`src/rtl/prim_esc_pkg.sv`:
```
// Shared types and constants for the escalation sender: FSM state encoding,
// differential pair bit positions and the idle/reset value of the TX pair.
package prim_esc_pkg;

   typedef enum logic [3:0] {
      Idle      = 4'd0,
      PingSent  = 4'd1,
      PingResp0 = 4'd2,
      PingResp1 = 4'd3,
      PingResp2 = 4'd4,
      EscSent   = 4'd5,
      EscHi     = 4'd6,
      EscLo     = 4'd7,
      EscSync   = 4'd8
   } esc_state_e;

   localparam int unsigned EscP = 1;
   localparam int unsigned EscN = 0;

   localparam logic [1:0] EscTxRst = 2'b01;

endpackage

```
`src/rtl/prim_diff_decode.sv`:
```
// Differential pair decoder: level, edge events and signal-integrity error.
// AsyncOn inserts a two-stage synchronizer ahead of the decode.
module prim_diff_decode #(
   parameter bit AsyncOn = 1'b0
) (
   input  logic clk_i,
   input  logic rst_ni,
   input  logic diff_pi,
   input  logic diff_ni,
   output logic level_o,
   output logic rise_o,
   output logic fall_o,
   output logic event_o,
   output logic sigint_o
);

   logic diff_p;
   logic diff_n;
   logic level_q;

   if (AsyncOn) begin : gen_async
      logic [1:0] sync_p;
      logic [1:0] sync_n;

      // Synchronizer stages reset to the idle pair value (p=0, n=1).
      always_ff @(posedge clk_i or negedge rst_ni) begin
         if (!rst_ni) begin
            sync_p <= 2'b00;
            sync_n <= 2'b11;
         end else begin
            sync_p <= {sync_p[0], diff_pi};
            sync_n <= {sync_n[0], diff_ni};
         end
      end

      assign diff_p = sync_p[1];
      assign diff_n = sync_n[1];
   end else begin : gen_sync
      assign diff_p = diff_pi;
      assign diff_n = diff_ni;
   end

   assign level_o  = diff_p;
   assign sigint_o = (diff_p == diff_n);

   // Last valid level, held across integrity errors, for edge detection.
   always_ff @(posedge clk_i or negedge rst_ni) begin
      if (!rst_ni) begin
         level_q <= 1'b0;
      end else if (!sigint_o) begin
         level_q <= diff_p;
      end
   end

   assign rise_o  = ~sigint_o &  diff_p & ~level_q;
   assign fall_o  = ~sigint_o & ~diff_p &  level_q;
   assign event_o = rise_o | fall_o;

endmodule

```
`src/rtl/prim_esc_sender.sv`:
```
// Escalation sender: drives the esc pair and checks the receiver's response.
// Optional saturating integrity-failure counter under PRIM_ESC_SENDER_FAILCNT_EN.
module prim_esc_sender
   import prim_esc_pkg::*;
#(
   parameter int unsigned FailCntW = 8
) (
   input  logic                clk_i,
   input  logic                rst_ni,
   input  logic                ping_req_i,
   output logic                ping_ok_o,
   input  logic                esc_req_i,
   output logic                integ_fail_o,
   output logic [1:0]          esc_tx_o,
   input  logic [1:0]          esc_rx_i
`ifdef PRIM_ESC_SENDER_FAILCNT_EN
   ,
   output logic [FailCntW-1:0] fail_cnt_o
`endif
);

   esc_state_e state_q, state_d;
   logic esc_p_q, esc_p_d;
   logic esc_req_q;
   logic ping_done_q, ping_done_d;
   logic ping_ok_q, ping_ok_d;
   logic integ_fail_q, integ_fail_d;

   logic level;
   logic sigint;
   logic unused_rise;
   logic unused_fall;
   logic unused_event;

   prim_diff_decode #(
      .AsyncOn (1'b0)
   ) u_decode_rx (
      .clk_i    (clk_i),
      .rst_ni   (rst_ni),
      .diff_pi  (esc_rx_i[EscP]),
      .diff_ni  (esc_rx_i[EscN]),
      .level_o  (level),
      .rise_o   (unused_rise),
      .fall_o   (unused_fall),
      .event_o  (unused_event),
      .sigint_o (sigint)
   );

   logic ping_start;
   logic check;
   logic exp_level;
   logic mismatch;
   logic bad_state;

   always_comb begin
      state_d      = state_q;
      ping_ok_d    = 1'b0;
      ping_done_d  = ping_done_q;
      check        = 1'b1;
      exp_level    = 1'b0;
      bad_state    = 1'b0;
      ping_start   = (state_q == Idle) & ping_req_i & ~ping_done_q & ~esc_req_i;
      esc_p_d      = esc_req_i | esc_req_q | ping_start;

      // Level the receiver must be returning in the current state.
      case (state_q)
         PingResp0, PingResp2, EscHi: exp_level = 1'b1;
         EscSync:                     check     = 1'b0;
         default:                     exp_level = 1'b0;
      endcase

      mismatch = check & (sigint | (level != exp_level));

      case (state_q)
         Idle: begin
            if (esc_req_i) begin
               state_d = EscSent;
            end else if (ping_start) begin
               state_d = PingSent;
            end
         end
         PingSent: state_d = mismatch ? Idle : PingResp0;
         PingResp0: begin
            if (esc_p_q)       state_d = EscSync;
            else if (mismatch) state_d = Idle;
            else               state_d = PingResp1;
         end
         PingResp1: begin
            if (esc_p_q)       state_d = EscSync;
            else if (mismatch) state_d = Idle;
            else               state_d = PingResp2;
         end
         PingResp2: begin
            if (esc_p_q) begin
               state_d = EscSync;
            end else begin
               state_d = Idle;
               if (!mismatch) begin
                  ping_done_d = 1'b1;
                  ping_ok_d   = 1'b1;
               end
            end
         end
         EscSent: begin
            if (!mismatch)    state_d = EscHi;
            else if (esc_p_q) state_d = EscSync;
            else              state_d = Idle;
         end
         EscHi: begin
            if (!esc_p_q)      state_d = Idle;
            else if (mismatch) state_d = EscSync;
            else               state_d = EscLo;
         end
         EscLo: begin
            if (!esc_p_q)      state_d = Idle;
            else if (mismatch) state_d = EscSync;
            else               state_d = EscHi;
         end
         EscSync: begin
            if (!esc_p_q)   state_d = Idle;
            else if (level) state_d = EscLo;
            else            state_d = EscHi;
         end
         default: begin
            state_d   = Idle;
            bad_state = 1'b1;
         end
      endcase

      // A dropped request re-arms the ping for the next request.
      if (!ping_req_i) begin
         ping_done_d = 1'b0;
      end

      integ_fail_d = mismatch | bad_state;
   end

   always_ff @(posedge clk_i or negedge rst_ni) begin
      if (!rst_ni) begin
         state_q      <= Idle;
         esc_p_q      <= EscTxRst[EscP];
         esc_req_q    <= 1'b0;
         ping_done_q  <= 1'b0;
         ping_ok_q    <= 1'b0;
         integ_fail_q <= 1'b0;
      end else begin
         state_q      <= state_d;
         esc_p_q      <= esc_p_d;
         esc_req_q    <= esc_req_i;
         ping_done_q  <= ping_done_d;
         ping_ok_q    <= ping_ok_d;
         integ_fail_q <= integ_fail_d;
      end
   end

   assign esc_tx_o[EscP] = esc_p_q;
   assign esc_tx_o[EscN] = ~esc_p_q;
   assign ping_ok_o      = ping_ok_q;
   assign integ_fail_o   = integ_fail_q;

`ifdef PRIM_ESC_SENDER_FAILCNT_EN
   logic [FailCntW-1:0] fail_cnt_q;

   // Saturating count of cycles with integ_fail_o set.
   always_ff @(posedge clk_i or negedge rst_ni) begin
      if (!rst_ni) begin
         fail_cnt_q <= '0;
      end else if (integ_fail_q && (fail_cnt_q != {FailCntW{1'b1}})) begin
         fail_cnt_q <= fail_cnt_q + FailCntW'(1);
      end
   end

   assign fail_cnt_o = fail_cnt_q;
`else
   localparam int unsigned unused_fail_cnt_w = FailCntW;
`endif

endmodule

```
`config.mk`:
```
export PLATFORM = sky130hd
export DESIGN_NAME = prim_esc_sender
export DESIGN_NICKNAME = d
export VERILOG_FILES = /design/src/rtl/prim_esc_pkg.sv /design/src/rtl/prim_diff_decode.sv /design/src/rtl/prim_esc_sender.sv
export SDC_FILE = /design/constraint.sdc
export NUM_CORES = 1
export LEC_CHECK = 0
export CORE_AREA = 2 2 39 41
export CTS_BUF_LIST = sky130_fd_sc_hd__clkbuf_8 sky130_fd_sc_hd__clkbuf_16
export DETAILED_ROUTE_END_ITERATION = 10
export DIE_AREA = 0 0 41 43
export GPL_TIMING_DRIVEN = 0
export MAX_ROUTING_LAYER = met4
export PLACE_DENSITY = 0.77
export SLEW_MARGIN = 20
export SYNTH_ARGS = -nofsm -noshare
export SYNTH_HDL_FRONTEND = slang
export SYNTH_SLANG_ARGS = --single-unit
```
`constraint.sdc`:
```
create_clock -name clk_i -period 1.4 [get_ports clk_i]
set_input_delay 0.35 -clock clk_i [delete_from_list [all_inputs] [get_ports clk_i]]
set_output_delay 0.35 -clock clk_i [all_outputs]
set_load 0.02 [all_outputs]
```
# Word level (Yosys, flattened, before mapping)
# Index checks and enable logic that the tools add are counted.
[totals]
regBits = 9
inputBits = 6
word_cells = 61
[classes]
n_eq_ne = 14
mux = 26
n_bitwise = 11
n_reduce_logical = 4
[op_table]
columns = ["cell", "count"]
rows = [
  ["$mux W4", 10],
  ["$pmux W4 S9", 1],
  ["$eq A4 B3 Y1 const B", 4],
  ["$mux W1", 11],
  ["$reduce_or A9 Y1", 1],
  ["$eq A4 B2 Y1 const B", 2],
  ["$mux W3", 2],
  ["$and A1 B1 Y1", 4],
  ["$eq A4 B1 Y1 const B", 1],
  ["$eq A4 B4 Y1 const B", 1],
  ["$logic_not A4 Y1", 1],
  ["$mux W2", 2],
  ["$ne A2 B2 Y1 const B", 2],
  ["$or A1 B1 Y1", 4],
  ["$ne A3 B3 Y1 const B", 1],
  ["$not A1 Y1", 3],
  ["$reduce_and A3 Y1", 1],
  ["$reduce_or A3 Y1", 1],
  ["$ne A2 B1 Y1 const B", 1],
  ["$eq A1 B1 Y1", 1],
  ["$ne A1 B1 Y1", 1],
]

# Longest topological paths before layout
[logic_depth]
word_depth = 10
ltp_mapped = 5

# By module
# A second synthesis with hierarchy kept.
[unflattened]
hier_cells = 66
area_unflattened_um2 = 669.4
[modules_own_cells]
columns = ["mod", "n_inst", "cells_per_inst", "area_per_inst_um2", "seq_area_each_um2"]
rows = [
  ["prim_esc_sender", 1, 56, 561.8, 225.2],
  ["prim_diff_decode", 1, 10, 107.6, 25.0],
]

# Least setup slack after synthesis
# No wires, ideal clock.
[synth_path]
kind = "register to register"
startpoint = "register state_q[3]"
endpoint = "register state_q[1]"
arrival_ns = 1.308
setup_slack_ns = -0.034
path_stages_with_launch = 5
path_buffers = 1
period_less_slack_ns = 1.434
path_cell_list = "dfrtp_1 buf_2 o31ai_2 nand3_1 a221o_1"
[synth_via]
elab_chain_len = 9
[synth_lines]
columns = ["item", "line_no", "rtl"]
rows = [
  ["start: declaration", "prim_esc_sender.sv:22", "esc_state_e state_q, state_d;"],
  ["start signal: assignment", "prim_esc_sender.sv:140", "state_q <= Idle;"],
  ["start signal: assignment", "prim_esc_sender.sv:147", "state_q <= state_d;"],
  ["$eq A4 B3 Y1 or $eq A4 B2 Y1 (tied branches)", "prim_esc_sender.sv:66, prim_esc_sender.sv:74", ""],
  ["$reduce_or A3 Y1", "prim_esc_sender.sv:66", "case (state_q)"],
  ["$mux W1", "prim_esc_sender.sv:66", ""],
  ["$ne A1 B1 Y1", "prim_esc_sender.sv:72", "mismatch = check & (sigint | (level != exp_level));"],
  ["$or A1 B1 Y1", "prim_esc_sender.sv:72", ""],
  ["$and A1 B1 Y1", "prim_esc_sender.sv:72", ""],
  ["$mux W4, or another cell as far along", "prim_esc_sender.sv:116", "else if (mismatch) state_d = EscSync;"],
  ["$mux W4, on equally long branches", "prim_esc_sender.sv:115, prim_esc_sender.sv:84, prim_esc_sender.sv:110", ""],
  ["$pmux W4 S9", "prim_esc_sender.sv:74", "case (state_q)"],
]
# Parallel ways exist; a longest one is shown, timed or not.
# A chain may end at the register's enable or synchronous reset.

# Worst setup path in the final report
[layout_path]
startpoint = "register state_q[2]"
endpoint = "register state_q[0]"
[layout_via]
elab_chain_len = 9
[layout_lines]
columns = ["item", "line_no"]
rows = [
  ["$eq A4 B3 Y1 or $eq A4 B2 Y1 (tied branches)", "prim_esc_sender.sv:66, prim_esc_sender.sv:74"],
  ["$reduce_or A3 Y1", "prim_esc_sender.sv:66"],
  ["$mux W1", "prim_esc_sender.sv:66"],
  ["$ne A1 B1 Y1", "prim_esc_sender.sv:72"],
  ["$or A1 B1 Y1", "prim_esc_sender.sv:72"],
  ["$and A1 B1 Y1", "prim_esc_sender.sv:72"],
  ["$mux W4 or $mux W2 (tied branches)", "prim_esc_sender.sv:111, prim_esc_sender.sv:85"],
  ["$mux W4, on equally long branches", "prim_esc_sender.sv:110, prim_esc_sender.sv:84"],
  ["$pmux W4 S9", "prim_esc_sender.sv:74"],
]
# Parallel ways exist; a longest one is shown, timed or not.

==> flow_summary_export.csv <==
group,metric,value,unit
outcome,status,"finished with violations",
outcome,violations,"setup timing",
clocking,cts_hold_buffers,0,
clocking,clk_latency,0.24,ns
drt,vias_per_cell,5.935,
worst_setup_path,crit_path_end_kind,"flop",
worst_setup_path,crit_fanout,9,
synth,yosys_warnings,0,
global_routing,grt_pass1_vias,480,
global_routing,antenna_found_initial,0,
global_routing,grt_max_degree,11,
synth,synth_seq_cells,9,
clocking,clk_pin_slew_worst_paths,0.05,ns
synth,synth_area_per_cell,9.873,um2
timing,fin_skew,0.003231,ns
worst_setup_path,r2r_setup_slack,-0.09,ns
drt,firstDrtPassIters,4,
timing,hold_viol,0,
synth,syn-num-nets,61,
worst_setup_path,worstRegToRegCells,5,
cells_and_area,final_area,832.0,um2
timing,rsz0062_at_grt,"true",
cells_and_area,seqCellArea,226.5,um2
drt,ant_nets,0,
clocking,cts_buffer_depth,2,
run,cap_violations,0,
synth,synthFlopType,"dfrtp_1",
floorplanning,core,0.001384,mm2
worst_setup_path,start_kind,"flop",
placement,gp_congestion,0.8526,
cells_and_area,n_antenna_cell,0,
drt,dr_total_vias,546,
timing,setup_violations,3,
timing,min_period_over_period,106.5,%
cells_and_area,multiInputGateArea,342.8,um2
worst_setup_path,critPathArrivalTime,1.62,ns
floorplanning,initial_utilization,39.24,%
floorplanning,dieWidth,41,um
timing,fin_crit,1.490,ns
synth,syn_inst,55,
cells_and_area,nets,83,
worst_setup_path,r2r-start,"state_q[2]",
clocking,numCtsBuffers,3,
timing,setup_tns,-0.2104,ns
drt,wl,1500,um
drt,drt_iter0_drc,29,
placement,hpwlAfterDp,855.6,um
synth,yosysTopAreaCell,"dfrtp_1",
cells_and_area,area_growth,53.23,%
worst_setup_path,path_class,"reg -> reg",
placement,io_buffer_count,9,
clocking,cts-root-buf,"clkbuf_8",
synth,synth.area.top_cells,"dfrtp_1, nor2b_1, nand2_1, a21o_1, buf_4",
timing,worstMarginPinSlew,0.4060,ns
power_and_ir_drop,power_density,2145,mW/mm2
global_routing,top_usage_layer,"met2",
synth,synth_area,543.0,um2
power_and_ir_drop,vdd_drop_max,1048,uV
timing,relSlewSlack,72.85,%
cells_and_area,fillers,114,
global_routing,grt_pass1_wl,2359,um
floorplanning,num_io_pins,10,
clocking,clock_sinks,9,
placement,place_area,658.1,um2
synth,synthTopCellsByCount,"dfrtp_1, nand2_1, nor2b_1, nor2_1",
drt,routedWlPerCell,16.30,um
clocking,cts_tree,"built",
clocking,htreeDepth,1,
synth,synth_edf_count,0,
floorplanning,fp.dieArea,0.001763,mm2
global_routing,met3_usage,9.424,%
synth,yosysMostFrequentCell,"dfrtp_1",
synth,yosysTopAreaCellShare,41.47,%
global_routing,grt_usage,21.79,%
timing,layout_setup_ws,-0.09036,ns
global_routing,gr-usage-met2,29.06,%
global_routing,grt_util_met1,28.86,%
synth,async_reset_ff_share,100.0,%
synth,yosysUniqueCellTypes,31,
floorplanning,die_h,43,um
timing,max_freq,0.6710,GHz
global_routing,overflow,0,
hold_path,hold_path.class,"in -> async",
synth,seq_area_frac_synth,41.47,%
floorplanning,rows,14,
timing,timing.final.max_slew_violations,0,
power_and_ir_drop,p_leak,0.3872,nW
cells_and_area,drive_above_1_share,40.79,%
drt,drcViolationCount,0,
worst_setup_path,reg2reg_to,"state_q[0]",
worst_setup_path,required,1.53,ns
==> state kept, by name (all words and copies together) (netlist names) <==
name,count
ping_ok_o,1
state_q,4
esc_req_q,1
ping_done_q,1
integ_fail_o,1
esc_p_q,1
==> report_power, final <==
part	total (mW)	switching, mW	internal, mW
Clock	0.301	0.110	0.191
Combinational	1.11	0.580	0.531
Sequential	0.372	0.0329	0.339
==> through the flow <==
stage          worst slack, ns  cells  hold slack (ns)  util, %  total power, mW
6_report              -0.09036     92           0.4066    60.13            1.785
5_1_grt                -0.1501     92           0.4534    60.13            1.892
4_1_cts               -0.06541     90           0.4284    59.49            1.727
3_5_place_dp           -0.3856     80           0.4575    47.56            1.159
3_3_place_gp           -0.3605     80           0.4423    47.56            1.136
2_1_floorplan         -0.02061     55          0.05441        -           0.9659
==> cell usage in the layout, fill, tap and decap left out, drive strengths merged, types with 3 or more instances in the layout <==
| cell type | n |
|---|---|
| buf | 15 |
| clkbuf | 3 |
| clkdlybuf4s50 | 3 |
| dfrtp | 9 |
| dlygate4sd2 | 4 |
| inv | 3 |
| nand2 | 5 |
| nor2 | 3 |
| nor2b | 4 |
==> what timing repair did <==
| action | 4_1_cts | 5_1_grt |
|---|---|---|
| endpoints found under the setup margin | 10 | 4 |
| endpoints found under the hold margin | 0 | 0 |
| pin swaps | 4 | 1 |
| gates resized for setup | 27 | 1 |
| setup buffers | 6 | 2 |
==> layer usage <==
layer  wire, um  vias to the layer above
met5          0                        -
met4         27                        0
met3        114                        4
met2        741                       36
met1        616                      255
li1           -                      251
==> cell families after synthesis <==
kind of cell | Yosys count | synth area share, %
flops | 9 | 41.48
simple gates | 23 | 25.58
buf+inv | 7 | 8.064
compound gates | 16 | 24.88
==> final cells by class <==
cell class	count	share of cell area, %
clock inverter	1	0.4511
timing repair buffer	17	16.54
tap	16	2.406
multi-input combinational	39	41.20
inverter	2	0.9023
sequential	9	27.22
buffer	5	6.316
clock buffer	3	4.962
==> critical path, stage by stage, from the launching register on <==
cell and delay [ns]:
dfrtp_1 0.36, buf_6 0.14, or3_4 0.42, nor4_4 0.25, a221oi_2 0.06, a21o_1 0.15
==> worst max path at each step <==
| stage | start | end | slack [ns] | depth (start not counted) |
|---|---|---|---|---|
| 2_1_floorplan | state_q[0] | state_q[0] | -0.02 | 5 |
| 3_3_place_gp | esc_rx_i[1] | state_q[1] | -0.36 | 5 |
| 3_5_place_dp | esc_rx_i[1] | state_q[1] | -0.39 | 5 |
| 4_1_cts | state_q[2] | state_q[0] | -0.07 | 5 |
| 5_1_grt | state_q[2] | state_q[0] | -0.15 | 5 |
| 6_report | state_q[2] | state_q[0] | -0.09 | 5 |
Power figures use the tool's default switching activity.
